===== src/rtl/pwm_dimmer_gen.sv =====
// PWM generator for the LED dimmer. Converts the 4-bit brightness selection
// into a 15-slot PWM waveform. A new duty is adopted only at a period
// boundary, so the LED never sees a truncated or stretched pulse. The
// optional fade mode walks the active duty toward the target one level
// per period.
module pwm_dimmer_gen #(
    parameter int unsigned PRESCALE = 1000
) (
    input  logic       clk,
    input  logic       rst,
    input  logic [3:0] duty_in,
    input  logic       enable,
    input  logic       fade_en,
    output logic       pwm_out,
    output logic       period_start,
    output logic [3:0] duty_active
);

    typedef enum logic {
        IDLE = 1'b0,
        RUN  = 1'b1
    } state_t;

    // Last prescaler count before the slot advances; PRESCALE=1 gives 0,
    // which makes every RUN clock a slot tick.
    localparam logic [15:0] PRE_LAST  = 16'(PRESCALE - 1);
    // Slots 0..14 form one period; duty 15 therefore means "always on".
    localparam logic [3:0]  SLOT_LAST = 4'd14;

    state_t      state_q, state_d;
    logic [15:0] pre_cnt_q, pre_cnt_d;
    logic [3:0]  slot_cnt_q, slot_cnt_d;
    logic [3:0]  duty_q, duty_d;
    logic        pwm_q, pwm_d;
    logic        pstart_q, pstart_d;

    logic        tick;
    logic        boundary;
    logic [3:0]  fade_step;

    assign tick     = (pre_cnt_q == PRE_LAST);
    assign boundary = tick && (slot_cnt_q == SLOT_LAST);

    // One fade step toward the target; strict compares mean it can never
    // overshoot the target or wrap past 0 or 15.
    always_comb begin
        fade_step = duty_q;
        if (duty_q < duty_in) begin
            fade_step = duty_q + 4'd1;
        end else if (duty_q > duty_in) begin
            fade_step = duty_q - 4'd1;
        end
    end

    // Next-state logic: FSM, prescaler, slot counter, boundary duty update
    // and the registered PWM compare.
    always_comb begin
        state_d    = state_q;
        pre_cnt_d  = pre_cnt_q;
        slot_cnt_d = slot_cnt_q;
        duty_d     = duty_q;
        pwm_d      = 1'b0;
        pstart_d   = 1'b0;

        case (state_q)
            IDLE: begin
                pre_cnt_d  = '0;
                slot_cnt_d = '0;
                duty_d     = duty_in;
                if (enable) begin
                    state_d  = RUN;
                    pstart_d = 1'b1;
                end
            end

            RUN: begin
                if (!enable) begin
                    state_d    = IDLE;
                    pre_cnt_d  = '0;
                    slot_cnt_d = '0;
                end else begin
                    pwm_d = (slot_cnt_q < duty_q);
                    if (tick) begin
                        pre_cnt_d = '0;
                        if (boundary) begin
                            slot_cnt_d = '0;
                            pstart_d   = 1'b1;
                            duty_d     = fade_en ? fade_step : duty_in;
                        end else begin
                            slot_cnt_d = slot_cnt_q + 4'd1;
                        end
                    end else begin
                        pre_cnt_d = pre_cnt_q + 16'd1;
                    end
                end
            end

            default: begin
                state_d = IDLE;
            end
        endcase
    end

    // State and output registers with synchronous reset.
    always_ff @(posedge clk) begin
        if (rst) begin
            state_q    <= IDLE;
            pre_cnt_q  <= '0;
            slot_cnt_q <= '0;
            duty_q     <= '0;
            pwm_q      <= 1'b0;
            pstart_q   <= 1'b0;
        end else begin
            state_q    <= state_d;
            pre_cnt_q  <= pre_cnt_d;
            slot_cnt_q <= slot_cnt_d;
            duty_q     <= duty_d;
            pwm_q      <= pwm_d;
            pstart_q   <= pstart_d;
        end
    end

    assign pwm_out      = pwm_q;
    assign period_start = pstart_q;
    assign duty_active  = duty_q;

endmodule

===== config.mk =====
export PLATFORM = sky130hd
export DESIGN_NAME = pwm_dimmer_gen
export DESIGN_NICKNAME = d
export VERILOG_FILES = /design/src/rtl/pwm_dimmer_gen.sv
export SDC_FILE = /design/constraint.sdc
export NUM_CORES = 1
export LEC_CHECK = 0
export CAP_MARGIN = 20
export CORE_ASPECT_RATIO = 2
export CORE_MARGIN = 3
export CORE_UTILIZATION = 45
export DETAILED_ROUTE_END_ITERATION = 16
export PLACE_DENSITY = 0.72
export SYNTH_ARGS = -nofsm -noshare
export SYNTH_HDL_FRONTEND = slang
export SYNTH_SLANG_ARGS = --single-unit

===== constraint.sdc =====
create_clock -name clk -period 6.6 [get_ports clk]
set_clock_uncertainty 0.1 [all_clocks]
set_input_delay 1.32 -clock clk [delete_from_list [all_inputs] [get_ports clk]]
set_output_delay 1.32 -clock clk [all_outputs]
set_load 0.02 [all_outputs]

# Word level (Yosys, flattened, before mapping)
# Cells that the tools add are included.
[totals]
word_cells = 44
output_inout_bits = 6
regBits = 27
input_bits = 8
[classes]
n_lt_le_gt_ge = 3
n_mux = 19
add_sub_neg = 4
reduce_logical = 3
n_eq_ne = 7
n_bitwise = 2
[op_table]
columns = ["cell", "count"]
rows = [
  ["4-bit 2-to-1 mux", 9],
  ["16-bit 2-to-1 mux", 2],
  ["16-bit case mux with 2 select lines", 1],
  ["16-bit by 1-bit adder with 16-bit output, second input constant", 1],
  ["16-bit by 10-bit equality test with 1-bit output, second input constant", 1],
  ["4-bit case mux with 2 select lines", 2],
  ["4-bit by 1-bit adder with 4-bit output, second input constant", 2],
  ["4-bit less-than comparator", 2],
  ["4-bit equality test, second input constant", 1],
  ["4-bit > comparator", 1],
  ["1-bit 2-to-1 mux", 4],
  ["2-bit by 1-bit != test with 1-bit output, second input constant", 2],
  ["4-bit by 2-bit != test with 1-bit output, second input constant", 1],
  ["4-bit AND reduction", 1],
  ["4-bit by 1-bit subtractor with 4-bit output, second input constant", 1],
  ["3-bit by 2-bit != test with 1-bit output, second input constant", 1],
  ["3-bit OR reduction", 1],
  ["2-bit != test, second input constant", 1],
  ["1-bit NOT", 2],
  ["1-bit case mux with 2 select lines", 1],
  ["1-bit logical AND", 1],
]

# Depth between registers and ports, before layout
# Gate-level depths: netlist (run 1).
[logic_depth]
word_depth = 8
mapped_depth = 11
mapped_depth_nobuf = 11

# Least setup slack after synthesis (run 1)
# Ideal clock, no wire load.
[synth_path]
kind = "input to register"
start = "input port duty_in[1]"
end = "register duty_q[3], in the netlist duty_active[3]"
slack_ps = 3153
setup_ps = 91
arrival_time_ps = 3256
required_time_ps = 6409
cell_stages = 11
n_path_buf = 0
path_cell_list = "inv_1 ha_1 nor2b_1 o211ai_1 nand2_1 ha_1 nand3_1 and3_1 o211ai_1 nand4_1 a311oi_1"
[synth_via]
elab_chain_cells = 7
word_cells_on_any_way = 10
classes_between = "2 x order compare; 1 x eq/ne; 6 x mux; 1 x reduce/logical"
[synth_lines]
columns = ["item", "line", "text"]
rows = [
  ["from (decl)", "11", "input logic [3:0] duty_in,"],
  ["4-bit less-than comparator", "48", "if (duty_q < duty_in) begin"],
  ["4-bit 2-to-1 mux", "48", ""],
  ["4-bit 2-to-1 mux", "88", "duty_d = fade_en ? fade_step : duty_in;"],
  ["4-bit 2-to-1 mux", "85", "if (boundary) begin"],
  ["4-bit 2-to-1 mux", "83", "if (tick) begin"],
  ["4-bit 2-to-1 mux", "77", "if (!enable) begin"],
  ["4-bit case mux with 2 select lines", "65", "case (state_q)"],
  ["to (signal assigned)", "117", "duty_q <= duty_d;"],
  ["to (decl)", "33", "logic [3:0] duty_q, duty_d;"],
]
# Parallel ways exist; a longest one is shown, timed or not. The select of a mux whose other input is x is not followed.
# A chain may end at the register's enable or synchronous reset.

# Final worst setup path (run 1)
# Ends and elaborated chain as after synthesis.

==> out/metrics.csv, run 1 <==
stage,metric,value,unit
setup_path,Worst Path Required,6690,ps
cts,clk slew on worst S/H paths,90,ps
cts,worst skew pair latency,270,ps
logic_synthesis,Post-Syn Nets,189,
logic_synthesis,Yosys warning count,0,
cts,cts repair resizes,0,
logic_synthesis,register area share after synthesis,36.5,%
logic_synthesis,cell taking the most area after synthesis,dfxtp_1,
floorplanning,Die H,87.1,um
cts,CTS tree,built,
power,Pleak,0.601,nW
floorplanning,chip width,46.6,um
global_route,Total Routing Usage GR,16.5,%
global_route,first-pass GRT wire length,5.09,mm
power,Power Density,186,nW/um^2
layout,fill cell count,285,
cts,buffer count from post-CTS setup fixing,0,
cts,hold buffer count at CTS,0,
cts,Max Buffers Root-to-Sink,2,
cts,root buf cell,clkbuf_8,
logic_synthesis,top area cells in the synthesized netlist,"dfxtp_1, ha_1, nor2_1, xnor2_1, nand3_1",
global_route,initial antenna violation count,0,
logic_synthesis,"count leader, synth",dfxtp_1,
logic_synthesis,Netlist cell types,39,
setup_path,Worst Setup Start Kind,input pin,
layout,"Net count, final",206,
detailed_routing,routed via count,1262,
detailed_routing,drt first-iter violations,26,
sta,final slew viol count,0,
setup_path,Critical Setup Path Class,input pin to flip-flop,
layout,Final Cell Area,1690,um^2
floorplanning,full die area,4060,um^2
logic_synthesis,mapped cell area,1480,um^2
sta,WHS,393,ps
sta,Worst-Margin Slew,601,ps
global_route,grt total ovfl,0,
place,Placed Area,1640,um^2
setup_path,CP Data Arrival Time,3940,ps
logic_synthesis,Syn Area/Cell,8.82,um^2
logic_synthesis,post-synthesis register bit count,27,
detailed_routing,Avg Vias per Cell,5.90,
sta,Tcrit/Tclk final,58.3,%
global_route,pin count of the biggest net entering global routing,17,
logic_synthesis,Synth top area share,36.5,%
cts,total clock sinks,27,
setup_path,Setup crit end kind,flip-flop,
run,Max-Cap Viols,0,
detailed_routing,drt wl/cell,13.5,um
sta,RSZ-0062 raised after global routing,no,
cts,CTS buffer count,3,
logic_synthesis,top post-synthesis cells by count,"dfxtp_1, nor2_1, ha_1, inv_1, nand3_1",
cts,htree depth,1,
detailed_routing,DRC,0,
sta,Sum Neg Setup Slack,0,ps
sta,Max-Slew Margin vs Limit,59.8,%
place,gpl congestion,0.833,
detailed_routing,final wirelength,2.89,mm
layout,Ant. Diodes,0,
global_route,vias in the first global route,1289,
detailed_routing,TritonRoute pass-1 iters,4,
sta,fmax,0.260,GHz
floorplanning,row count,28,
layout,Area Growth Syn to Fin,14.0,%
setup_path,CP Max Fanout,4,
logic_synthesis,Post-synth EDFFs,0,
logic_synthesis,ys flop type,dfxtp_1,
power,VDD IR max,0.0000837,V
logic_synthesis,Post-Syn Instances,168,
min_path,Hold Crit Class,flip-flop to flip-flop,
sta,Final Hold Vio Count,0,
floorplanning,Ports,14,
run_status,outcome,"complete, no violations",
place,port bufs,13,
floorplanning,core area,3050,um^2
layout,share of cells above drive strength 1,5.43,%
detailed_routing,antenna-violating nets left,0,
logic_synthesis,Post-synth ARST share,0,%
place,placed wire-length estimate,2.25,mm
sta,Final Critical Period,3840,ps
sta,final-report setup violation count,0,
floorplanning,starting density of the core,48.6,%
## metal layers
metal	routed length [um]	global-route usage [%]	up-vias
met3	69	2.07	10
met5	0	0	-
met2	1600	30.7	25
li1	-	-	636
met4	98	9.33	0
met1	1120	16.0	591
## path summary, 6_finish.rpt
check,endpoint,slack [ps],depth (start not counted),start
setup / recovery,duty_active[3]$_SDFFE_PP0P_,2760,12,duty_in[1]
hold / removal,pre_cnt_q[9]$_SDFF_PP0_,390,2,pre_cnt_q[9]$_SDFF_PP0_
setup reg to reg,duty_active[3]$_SDFFE_PP0P_,3810,10,duty_active[1]$_SDFFE_PP0P_
hold reg to reg,pre_cnt_q[9]$_SDFF_PP0_,390,2,pre_cnt_q[9]$_SDFF_PP0_
## layout by cell type (no fill, tap or decap), drive strengths merged
master	n
nor2b	2
and3	4
ha	12
o31ai	1
nor4	2
nand4	6
or3b	1
a41oi	1
xnor2	8
nand2b	2
a211oi	2
a211o	2
xor2	5
clkdlybuf4s50	13
a21boi	1
and4	1
inv	12
and2	2
and4b	1
a31oi	2
o21ai	6
o211ai	2
clkbuf	4
fa	1
or3	3
nand3	11
a21o	1
nor2	20
nor3	7
dfxtp	27
nand2	9
a311oi	2
a21oi	10
or2b	1
## critical path: stages
cell and delay (ps):
clkdlybuf4s50_1 470, inv_1 40, ha_1 300, nor2b_1 140
o211ai_1 310, nand2_1 180, ha_1 360, nand3_1 100
and3_1 200, o211ai_1 150, nand4_1 110, a311oi_1 250
## where the power goes
part	switching, mW	internal, mW
Sequential	0.00571	0.166
Combinational	0.0252	0.0232
Clock	0.0499	0.0433
## stage by stage
| stage | utilization (%) | total power [mW] | instances | setup slack [ps] |
|---|---|---|---|---|
| finish | 55.4 | 0.313 | 214 | 2760 |
| global route | 55.4 | 0.330 | 214 | 2590 |
| CTS | 55.4 | 0.317 | 214 | 2730 |
| detailed placement | 53.9 | 0.224 | 210 | 2450 |
| global placement | 53.9 | 0.223 | 210 | 2540 |
| floorplan | - | 0.204 | 168 | 3150 |
## state kept, by name (all words and copies together), names as in the netlist
name / count
pre_cnt_q: 16
duty_active: 4
slot_cnt_q: 4
period_start: 1
pwm_out: 1
state_q: 1
## layout make-up
| cell class | count | area [um^2] | area share [%] |
|---|---|---|---|
| Multi-Input combinational cell | 128 | 891 | 52.7 |
| Inverter | 12 | 45.0 | 2.67 |
| Clock buffer | 4 | 45.0 | 2.67 |
| Sequential cell | 27 | 541 | 32.0 |
| Tap cell | 30 | 37.5 | 2.22 |
| Timing Repair Buffer | 13 | 130 | 7.70 |
## kinds of logic (layout without fill, tap and decap cells)
family,count (synthesis),in the layout,share of synthesized area (%)
xor gates and xnor gates,13,13,7.69
and+or+nand+nor,72,72,27.3
DFF,27,27,36.5
AOI/OAI and AO/OA,30,30,13.7
buffers and inverters,13,29,3.38
adders and majority gates,13,13,11.5
Note: power is estimated with default switching activity, not from simulation.
==> run 2: changes to the inputs <==
--- a/config.mk
+++ b/config.mk
@@ -10,7 +10,7 @@
 export CORE_MARGIN = 3
 export CORE_UTILIZATION = 45
 export DETAILED_ROUTE_END_ITERATION = 16
-export PLACE_DENSITY = 0.72
+export PLACE_DENSITY = 0.75
 export SYNTH_ARGS = -nofsm -noshare
 export SYNTH_HDL_FRONTEND = slang
 export SYNTH_SLANG_ARGS = --single-unit
==> constraint.sdc (replaced) <==
create_clock -name clk -period 3.4 [get_ports clk]
set_clock_uncertainty 0.1 [all_clocks]
set_input_delay 0.68 -clock clk [delete_from_list [all_inputs] [get_ports clk]]
set_output_delay 0.68 -clock clk [all_outputs]
set_load 0.02 [all_outputs]
==> run 2 against run 1 <==
  * Utilization is 0.62 points higher
  * Critical path type unchanged
  * Wire length increased by 2.9%
  * Worst hold slack got worse by 9.0 ps
  * Largest cell class unchanged
  * Clock power rose by 96%
  * Critical endpoint unchanged
==> out/metrics.csv, run 2 (synthesis results as in run 1) <==
stage,metric,value,unit
setup_path,Worst Setup Start Kind,input pin,
power,VDD IR max,0.000207,V
place,gpl congestion,0.805,
power,Switching Share,26.2,%
layout,Ant. Diodes,0,
sta,Final Critical Period,3170,ps
floorplanning,row count,28,
setup_path,FF-to-FF End,duty_active[3]$_SDFFE_PP0P_,
setup_path,CP Data Arrival Time,3250,ps
setup_path,worst r2r src,duty_active[1]$_SDFFE_PP0P_,
cts,root buf cell,clkbuf_8,
cts,clk slew on worst S/H paths,90,ps
sta,final-report setup violation count,0,
sta,final slew viol count,0,
place,port bufs,13,
layout,largest reg by FF count,pre_cnt_q,
cts,worst skew pair latency,270,ps
sta,RSZ-0062 raised after global routing,no,
setup_path,CP Max Fanout,3,
global_route,first-pass GRT wire length,5.27,mm
layout,most used cells in the layout excluding fill and tap cells,"dfxtp_1, nor2_1, clkdlybuf4s50_1",
detailed_routing,TritonRoute pass-1 iters,4,
power,Comb power frac,15.8,%
layout,post-layout util,56.0,%
floorplanning,starting density of the core,48.6,%
cts,total clock sinks,27,
layout,final non-filler cell total,216,
global_route,initial antenna violation count,0,
layout,Area Growth Syn to Fin,15.3,%
layout,"commonest non-fill, non-tap cell in the layout",dfxtp_1,
min_path,hold path depth,1,
detailed_routing,Avg Vias per Cell,5.94,
cts,buffer count from post-CTS setup fixing,0,
power,Tot Pwr,0.613,mW
cts,Max Buffers Root-to-Sink,2,
setup_path,CP cell instances,"clkdlybuf4s50_1, inv_1, ha_1, nor2b_1, o211ai_1, nand2_1, ha_1, a21oi_1, a21oi_1, o211ai_1, nand4_1, a311oi_1",
setup_path,Worst R2R Setup Slack,640,ps
sta,Max-Slew Margin vs Limit,60.1,%
setup_path,crit path max-delay cell type,clkdlybuf4s50_1,
layout,share of cells above drive strength 1,6.99,%
global_route,grt total ovfl,0,
cts,htree depth,1,
setup_path,Worst Path Required,3480,ps
min_path,Hold Startpoint,pre_cnt_q[0]$_SDFF_PP0_,
floorplanning,Ports,14,
run_status,outcome,"complete, no violations",
power,clock network power share,29.8,%
power,Pleak,0.609,nW
detailed_routing,drt wl/cell,13.8,um
floorplanning,Die H,87.1,um
detailed_routing,drt first-iter violations,24,
sta,Tcrit/Tclk final,93.3,%
detailed_routing,DRC,0,
place,placed insts,212,
detailed_routing,antenna-violating nets left,0,
power,Power Density,359,nW/um^2
layout,"Net count, final",208,
sta,Final Hold Vio Count,0,
run,Max-Cap Viols,0,
cts,CTS tree,built,
power,Seq pwr share,54.4,%
cts,CTS buffer count,3,
floorplanning,chip width,46.6,um
floorplanning,full die area,4060,um^2
setup_path,Critical Path Max Stage Delay,480,ps
sta,Sum Neg Setup Slack,0,ps
global_route,Total Routing Usage GR,17.2,%
detailed_routing,routed via count,1283,
layout,max FFs per register,16,
setup_path,Setup crit end kind,flip-flop,
detailed_routing,final wirelength,2.97,mm
min_path,WHS Endpoint,pre_cnt_q[0]$_SDFF_PP0_,
sta,Worst-Margin Slew,597,ps
global_route,pin count of the biggest net entering global routing,17,
power,Int Power,0.453,mW
sta,fmax,0.315,GHz
place,placed wire-length estimate,2.38,mm
global_route,vias in the first global route,1329,
min_path,Hold Crit Class,flip-flop to flip-flop,
cts,hold buffer count at CTS,0,
setup_path,Critical Setup Path Class,input pin to flip-flop,
floorplanning,core area,3050,um^2
power,switching power,0.161,mW
setup_path,cells on worst reg2reg path,10,
cts,cts repair resizes,0,
run 2: per-stage QoR:
step           worst slack [ps]  instance area (um^2)  hold WS (ps)
2_1_floorplan               593                  1480           342
3_3_place_gp                111                  1660           358
3_5_place_dp              -59.9                  1660           367
4_1_cts                     250                  1710           389
5_1_grt                    45.4                  1710           407
6_report                    229                  1710           384
run 2: metal layers:
layer / global-route usage [%] / vias to the layer above / wire [um]
met4: 9.59 / 0 / 119
met3: 2.48 / 13 / 94
met1: 17.4 / 610 / 1120
met5: 0 / - / 0
li1: - / 630 / -
met2: 31.0 / 30 / 1640
run 2: power groups by stage:
stage                     clock network (mW)  logic [mW]  registers (mW)
after global routing                   0.199       0.107           0.335
after global placement                     0      0.0922           0.341
after CTS                              0.188      0.0971           0.334
after floorplan                            0      0.0517           0.345
after detailed placement                   0      0.0967           0.341
final                                  0.183      0.0967           0.334
run 2: final cells by class:
type                       instances  area [um^2]
tap                               30         37.5
fill                             276         1340
timing repair buffer              15          145
sequential                        27          541
clock buffer                       3         41.3
clock inverter                     1         7.51
multi-input combinational        128          891
inverter                          12         45.0
run 2: how the worst max path moves through the flow:
stage / startpoint / to / slack [ps] / depth (start not counted)
after detailed placement: duty_in[1] / duty_active[3]$_SDFFE_PP0P_ / -60 / 12
after CTS: duty_in[1] / duty_active[3]$_SDFFE_PP0P_ / 250 / 12
final: duty_in[1] / duty_active[3]$_SDFFE_PP0P_ / 230 / 12
after floorplan: duty_in[1] / duty_active[3]$_SDFFE_PP0P_ / 590 / 11
after global routing: duty_in[1] / duty_active[3]$_SDFFE_PP0P_ / 50 / 12
after global placement: duty_in[1] / duty_active[3]$_SDFFE_PP0P_ / 110 / 12
run 2: worst max-delay path, delay by kind of cell:
kind | cells | cell delay (ps)
buf+inv | 2 | 530
compound gates | 5 | 1010
fa+ha+maj | 2 | 640
simple gates | 3 | 400
==> RTL edit (flow settings as in run 2) <==
Put one more register stage on the output `duty_active`, with the module's reset. The value now appears one clock later. The other outputs are not delayed to match.
--- a/src/rtl/pwm_dimmer_gen.sv
+++ b/src/rtl/pwm_dimmer_gen.sv
@@ -122,6 +122,12 @@
 
     assign pwm_out      = pwm_q;
     assign period_start = pstart_q;
-    assign duty_active  = duty_q;
+    always_ff @(posedge clk) begin
+        if (rst) begin
+            duty_active <= '0;
+        end else begin
+            duty_active <= duty_q;
+        end
+    end
 
 endmodule
Behaviour: not the same (Yosys sat finds a counterexample within 4 cycles, from zero or initial values and one cycle with rst high).
==> RTL edit against run 2 <==
- count of clock-buffer cells in the layout grew 5
- setup slack gained 0.71 ps
- sequential power grew 14%
- sequential share of layout area grew 1.0 points
- power grew 26%
- synthesized area grew 9.0%
- routed wire length grew 7.6%
- final area grew 11%
- sequential cell count grew 4
- largest cell class unchanged
==> RTL edit: results (changes against run 2) <==
<table>
<tr><th>Metric</th><th>Value</th></tr>
<tr><th colspan="2">CTS</th></tr>
<tr><td>Cts bufs inserted</td><td>5 (+2)</td></tr>
<tr><td>Register clock-pin slew on the reported worst setup and hold paths</td><td>60 ps (-30 ps)</td></tr>
<tr><td>Number of H-tree levels</td><td>2 (+1)</td></tr>
<tr><th colspan="2">Layout</th></tr>
<tr><td>Fraction of area in multi-input gates</td><td>47.89% (-4.3 points)</td></tr>
<tr><td>Count of inverters other than clock inverters in the layout</td><td>15 (+3)</td></tr>
<tr><td>Flip-flop and latch area</td><td>620.6 sq um (+15%)</td></tr>
<tr><td>Portion of the layout cell area used by clock cells</td><td>5.270% (+2.4 points)</td></tr>
<tr><td>Non-clock buffer contribution to total cell area</td><td>8.037% (-0.46 points)</td></tr>
<tr><td>Number of non-clock buffers in the layout</td><td>16 (+1)</td></tr>
<tr><td>Area added between synthesis and finish</td><td>17.67%</td></tr>
<tr><td>Fin nets</td><td>221 (+6.3%)</td></tr>
<tr><td>Fin util</td><td>55.60% (-0.43 points)</td></tr>
<tr><td>Multi-input combinational cell count</td><td>131 (+2.3%)</td></tr>
<tr><th colspan="2">Placement</th></tr>
<tr><td>Placement Cell Area</td><td>1799 sq um (+8.4%)</td></tr>
<tr><td>Number of instances in the placed design</td><td>241 (+14%)</td></tr>
<tr><td>Detailed Place HPWL</td><td>2458 um (+3.2%)</td></tr>
<tr><th colspan="2">Run status</th></tr>
<tr><td>Result of the run</td><td>complete, no violations</td></tr>
<tr><th colspan="2">Synth</th></tr>
<tr><td>Mapped Avg Cell Area</td><td>8.868 sq um (+0.57%)</td></tr>
<tr><td>Post-synthesis net count</td><td>203 (+7.4%)</td></tr>
<tr><td>Unique cell type count in the Yosys netlist</td><td>43 (+10%)</td></tr>
<tr><td>Synth top area cells</td><td>sky130_fd_sc_hd__dfxtp_1, sky130_fd_sc_hd__ha_1, sky130_fd_sc_hd__xnor2_1</td></tr>
<tr><td>Post-synthesis sequential area ratio</td><td>38.45% (+2.0 points)</td></tr>
<tr><th colspan="2">Routing</th></tr>
<tr><td>Vias per inst</td><td>5.233 (-12%)</td></tr>
<tr><td>Detailed-routing wirelength on met1</td><td>1224 um (+9.1%)</td></tr>
<tr><th colspan="2">Global routing</th></tr>
<tr><td>Global-route total usage across every layer</td><td>17.00% (-0.20 points)</td></tr>
<tr><td>Wire length of the first global-routing pass</td><td>5899 um (+12%)</td></tr>
<tr><td>Met1 GRT Util</td><td>15.26% (-2.1 points)</td></tr>
<tr><td>Via count of the first global-routing pass</td><td>1,415 (+6.5%)</td></tr>
<tr><th colspan="2">Power</th></tr>
<tr><td>Share of total power in sequential cells</td><td>49.1% (-5.3 points)</td></tr>
<tr><td>Switching share of power</td><td>22.54% (-3.6 points)</td></tr>
<tr><th colspan="2">Worst setup path</th></tr>
<tr><td>Crit path DAT</td><td>3280 ps (+30 ps)</td></tr>
</table>
## RTL edit: cell types whose count changed after synthesis, sizes merged, moves of 3 or more
cell / before / now
clkbuf: 0 / 3
dfxtp: 27 / 31
inv: 12 / 15
nand4: 6 / 2
nor2: 20 / 23
nor3: 7 / 4
or3: 3 / 6
## RTL edit: cells by family after synthesis
family                   Yosys count  synth area share, %
AO/OA/AOI/OAI                     29                13.64
XOR/XNOR                          14                7.596
adder cells (fa/ha/maj)           13                10.54
buffers and inverters             20                5.193
flip-flops                        31                38.45
AND/OR/NAND/NOR                   75                24.57
## RTL edit: worst paths after layout
kind | startpoint | to | slack (ps) | cells after the start
setup reg to reg | duty_q[1] | duty_q[3] | 750 | 10
setup / recovery | duty_in[1] | duty_q[3] | 230 | 12
hold / removal | pre_cnt_q[0] | pre_cnt_q[0] | 380 | 1
hold reg to reg | pre_cnt_q[0] | pre_cnt_q[0] | 380 | 1
